===== src/rtl/uart_tx_arbiter.sv =====
// uart_tx_arbiter
// ----------------------------------------------------------------------------
// Shares one 8-bit UART transmitter between two word-level requesters.
// req0 is the core's output path and req1 is the debug/trace unit.
// Arbitration is round-robin at word granularity, so a granted word is never
// interleaved with the other requester's bytes. The held word is serialised
// into 1..4 bytes on a valid/ready byte port.
//
// Parameters
//   LITTLE_ENDIAN : 1 = send byte [7:0] first, 0 = most significant valid byte first
//   CNT_WIDTH     : width of the bytes_sent statistics counter (wraps silently)
//
// Ports
//   CLK, RST                 clock (posedge) and synchronous active-high reset
//   reqN_valid/data/len      word offer; len = byte count minus 1
//   reqN_ready               accept strobe (only while IDLE and own valid high)
//   tx_data/tx_valid/tx_ready byte stream to the UART transmitter
//   busy                     a word is held (SEND)
//   grant_id                 owner of the held word, last owner while IDLE
//   bytes_sent               number of bytes handed to the transmitter
// ----------------------------------------------------------------------------
module uart_tx_arbiter #(
    parameter int unsigned LITTLE_ENDIAN = 1,
    parameter int unsigned CNT_WIDTH     = 16
) (
    input  logic                 CLK,
    input  logic                 RST,
    input  logic                 req0_valid,
    input  logic [31:0]          req0_data,
    input  logic [1:0]           req0_len,
    output logic                 req0_ready,
    input  logic                 req1_valid,
    input  logic [31:0]          req1_data,
    input  logic [1:0]           req1_len,
    output logic                 req1_ready,
    output logic [7:0]           tx_data,
    output logic                 tx_valid,
    input  logic                 tx_ready,
    output logic                 busy,
    output logic                 grant_id,
    output logic [CNT_WIDTH-1:0] bytes_sent
);

    typedef enum logic {
        IDLE = 1'b0,
        SEND = 1'b1
    } state_t;

    state_t               state_q;
    state_t               state_d;
    logic [31:0]          word_buf_q;
    logic [1:0]           remain_q;
    logic                 last_grant_q;
    logic                 grant_id_q;
    logic [CNT_WIDTH-1:0] bytes_sent_q;

    logic                 sel;
    logic                 accept;
    logic                 tx_hs;
    logic [31:0]          sel_data;
    logic [1:0]           sel_len;

    // Reverse the meaningful bytes so the most significant valid byte lands
    // in [7:0]; the shared right-shift serialiser then emits MSB first.
    function automatic logic [31:0] align_word(input logic [31:0] data,
                                               input logic [1:0]  len);
        logic [31:0] res;
        res = '0;
        for (int i = 0; i < 4; i++) begin
            if (i <= int'(len)) begin
                res[8*i +: 8] = data[8*(int'(len) - i) +: 8];
            end
        end
        return res;
    endfunction

    always_comb begin
        state_d    = state_q;
        sel        = 1'b0;
        accept     = 1'b0;
        tx_hs      = 1'b0;
        req0_ready = 1'b0;
        req1_ready = 1'b0;
        case (state_q)
            IDLE: begin
                // On a tie the requester that did not win last time goes next.
                if (req0_valid && req1_valid) begin
                    sel = ~last_grant_q;
                end else begin
                    sel = req1_valid;
                end
                if (req0_valid || req1_valid) begin
                    accept     = 1'b1;
                    req0_ready = ~sel;
                    req1_ready = sel;
                    state_d    = SEND;
                end
            end
            SEND: begin
                tx_hs = tx_ready;
                if (tx_ready && (remain_q == 2'd0)) begin
                    state_d = IDLE;
                end
            end
            default: state_d = IDLE;
        endcase
    end

    always_comb begin
        sel_data = sel ? req1_data : req0_data;
        sel_len  = sel ? req1_len  : req0_len;
    end

    // Control registers
    always_ff @(posedge CLK) begin
        if (RST) begin
            state_q      <= IDLE;
            last_grant_q <= 1'b1;
            grant_id_q   <= 1'b0;
            bytes_sent_q <= '0;
        end else begin
            state_q <= state_d;
            if (accept) begin
                last_grant_q <= sel;
                grant_id_q   <= sel;
            end
            if (tx_hs) begin
                bytes_sent_q <= bytes_sent_q + CNT_WIDTH'(1);
            end
        end
    end

    // Word buffer and byte countdown; only meaningful while SEND
    always_ff @(posedge CLK) begin
        if (accept) begin
            word_buf_q <= (LITTLE_ENDIAN != 0) ? sel_data : align_word(sel_data, sel_len);
            remain_q   <= sel_len;
        end else if (tx_hs) begin
            word_buf_q <= {8'h00, word_buf_q[31:8]};
            remain_q   <= remain_q - 2'd1;
        end
    end

    assign tx_valid   = (state_q == SEND);
    assign busy       = (state_q == SEND);
    assign tx_data    = word_buf_q[7:0];
    assign grant_id   = grant_id_q;
    assign bytes_sent = bytes_sent_q;

endmodule

===== config.mk =====
export PLATFORM = sky130hd
export DESIGN_NAME = uart_tx_arbiter
export DESIGN_NICKNAME = d
export VERILOG_FILES = /design/src/rtl/uart_tx_arbiter.sv
export SDC_FILE = /design/constraint.sdc
export NUM_CORES = 1
export LEC_CHECK = 0
export CORE_ASPECT_RATIO = 0.6
export CORE_MARGIN = 4
export CORE_UTILIZATION = 45
export CTS_BUF_LIST = sky130_fd_sc_hd__clkbuf_8
export DETAILED_ROUTE_END_ITERATION = 8
export MAX_ROUTING_LAYER = met4
export PLACE_DENSITY_LB_ADDON = 0.3
export SLEW_MARGIN = 20
export SYNTH_ARGS = -nofsm -noshare
export SYNTH_HDL_FRONTEND = slang
export SYNTH_SLANG_ARGS = --single-unit
export TNS_END_PERCENT = 1

===== constraint.sdc =====
create_clock -name CLK -period 2.6 [get_ports CLK]
set_clock_uncertainty 0.05 [all_clocks]
set_input_delay 0.52 -clock CLK [delete_from_list [all_inputs] [get_ports CLK]]
set_output_delay 0.52 -clock CLK [all_outputs]
set_load 0.005 [all_outputs]

==> results.sh <==
export IMPL_status="complete, no violations"
export IMPL_synth_area_mux_share_pct=0.3939
export IMPL_ant_nets=0
export IMPL_ioPinCount=102
export IMPL_drtIter0Drc=96
export IMPL_drtPass1Iterations=4
export IMPL_max_freq_mhz=414.6
export IMPL_critPathKind="in -> out"
export IMPL_die_y_microns=66.21
export IMPL_synth_cells=261
export IMPL_crit_cells=4
export IMPL_path_max_fanout=2
export IMPL_start_util_pct=48.36
export IMPL_cpPeakStageDelay_ns=0.51
export IMPL_reg2reg_from="busy"
export IMPL_cts_buffers=5
export IMPL_die_w_microns=105.0
export IMPL_min_from="bytes_sent[15]"
export IMPL_die_area_sq_um=6953
export IMPL_critPathLaunchType="primary input"
export IMPL_n_antenna_cell=0
export IMPL_grt_pass1_wl_microns=9584
export IMPL_synth_seq_area_share_pct=55.15
export IMPL_multi_input_area_sq_um=997.2
export IMPL_place_ws_ns=0.1821
export IMPL_rows=20
export IMPL_leakage_nw=1.275
export IMPL_finalHoldViolCount=0
export IMPL_fin_setup_tns_ns=0
export IMPL_r2r_cells=4
export IMPL_setup_violations=0
export IMPL_regArea_sq_um=1401
export IMPL_ctsResizeCount=0
export IMPL_synth_top_family_by_area="simple AND/OR/NAND/NOR gates"
export IMPL_clkLatencyLatePin_ns=0.30
export IMPL_vias=2176
export IMPL_nets=429
export IMPL_power_density_nw_per_um2=521.4
export IMPL_synth_xor_area_share_pct=3.447
export IMPL_arrival_ns=1.84
export IMPL_period_minus_slack_ns=2.412
export IMPL_min_path_type="reg -> reg"
export IMPL_peakVddDrop_mv=0.2310
export IMPL_portBuffers=101
export IMPL_clock_sinks=53
export IMPL_required_ns=2.03
export IMPL_synthSimpleGateAreaFrac_pct=18.61
export IMPL_drt_wirelength_per_cell_microns=14.44
export IMPL_cts_setup_buffers=0
export IMPL_drc=0
export IMPL_ctsHoldBuffers=0
export IMPL_synth_compound_area_share_pct=15.36
export IMPL_clk_pin_slew_worst_paths_ns=0.09
export IMPL_grt_max_degree=63
export IMPL_dpl_hpwl_microns=4567
export IMPL_core_sq_um=5255
export IMPL_holdPathStages=2
export IMPL_final_common_cell="clkdlybuf4s50_1"
export IMPL_slew_headroom_pct=66.50
export IMPL_slew_violations=0
export IMPL_num_fill_cells=390
export IMPL_wl_microns=6079
export IMPL_drive_above_1_share_pct=6.761
export IMPL_setup_ws_ns=0.1881
export IMPL_synth_adder_area_share_pct=0.9847
export IMPL_synth_area_sq_um=2541
export IMPL_synth_warnings=0
export IMPL_critical_path_top_delay_family="buffers and inverters"
export IMPL_via_per_inst=5.169
export IMPL_synth_seq_cells=53
export IMPL_place_congestion=0.8130
export IMPL_period_share_pct=92.76
export IMPL_areaGrowthSynthToFinish_pct=45.00
export IMPL_rsz0062_at_grt="no"
export IMPL_slowest_stage="clkdlybuf4s50_1"
export IMPL_cap_violations=0
export IMPL_avgSynthCellArea_sq_um=9.736
export IMPL_yosysUniqueCellTypes=33
export IMPL_antenna_found_initial=0
export IMPL_crit_path_end_kind="output port"
export IMPL_fin_util_pct=70.12
export IMPL_worst_path_most_repeated_cell="clkdlybuf4s50_1"
export IMPL_root_buffer="clkbuf_8"
export IMPL_grt_usage_pct=17.87
export IMPL_grt_pass1_vias=2079
export IMPL_final_cell_mix="clkdlybuf4s50_1, nand2_1, edfxtp_1"
export IMPL_htreeDepth=2
export IMPL_crit_chain="clkdlybuf4s50_1 -> a21bo_2 -> nor2_2 -> clkdlybuf4s50_1"
export IMPL_cts_tree="yes"
export IMPL_gr_total_overflow=0
export IMPL_syn_num_nets=336
export IMPL_max_clock_path_buffers=2
export IMPL_worstMarginPinSlew_ns=0.5009
export IMPL_crit_buf_inv=2
export IMPL_finalHoldWorstSlack_ns=0.4394
export IMPL_cp_startpoint="req1_valid"
==> routing by layer <==
metal,vias to the layer above,track usage [%],wire length (microns)
met4,0,5.237,52
li1,1132,-,-
met2,91,27.48,2575
met5,-,-,0
met3,8,5.268,468
met1,945,23.12,2983
==> area by class of cell <==
cell class / count / share of cell area, %
clock buffer: 5 / 1.868
clock inverter: 3 / 0.3735
inverter: 6 / 0.6112
multi-input combinational: 177 / 27.06
sequential: 53 / 38.03
tap: 66 / 2.241
timing repair buffer: 111 / 29.81
==> through the flow <==
stage	total power, mW	instance area (sq um)	std cells
floorplan	1.293	2541	261
global placement	1.493	3602	413
detailed placement	1.505	3602	413
CTS	1.937	3685	421
global route	2.018	3685	421
finish	1.921	3685	421
==> synth_stat cells, drive strengths merged <==
cell,instances,share of area (%)
a21bo,1,0.39
a21boi,1,0.30
a21oi,8,1.6
a221o,1,0.39
and4,1,0.34
buf,13,3.4
clkbuf,12,1.8
dfxtp,19,15
edfxtp,34,40
ha,2,0.98
inv,6,0.89
mux2i,1,0.39
nand2,34,5.0
nand2b,1,0.25
nand3,5,1.5
nand4,3,1.3
nor2,23,3.5
nor3,18,3.5
nor4,4,0.98
o21ai,29,5.7
o21bai,1,0.30
o22ai,26,6.4
o31ai,1,0.30
or3,6,1.9
or4,1,0.30
xnor2,9,3.1
xor2,1,0.34
==> kinds of logic after synthesis <==
family,Yosys count
adder cells (fa/ha/maj),2
multiplexers,1
buffers and inverters,31
XOR/XNOR,10
AND/OR/NAND/NOR,96
flip-flops,53
AO/OA/AOI/OAI,68
==> registers in the layout (all words and copies together), names as in the netlist <==
name,flops
word_buf_q,32
bytes_sent,16
remain_q,2
busy,1
grant_id,1
last_grant_q,1
==> power breakdown <==
part | internal (mW) | switching, mW
Clock | 0.183 | 0.253
Combinational | 0.234 | 0.188
Sequential | 1.03 | 0.0336
Total | 1.45 | 0.474
==> worst min-delay path, cell delays in order, from the launching register on <==
cell and delay [ns]:
dfxtp_1 0.33, o31ai_1 0.07, a21oi_1 0.06
==> final timing paths <==
kind	end	slack, ns
min reg2reg	bytes_sent[15]	0.44
min	bytes_sent[15]	0.44
max reg2reg	word_buf_q[12]	0.66
max	req1_ready	0.19
Note: power is estimated with default switching activity, not from simulation.
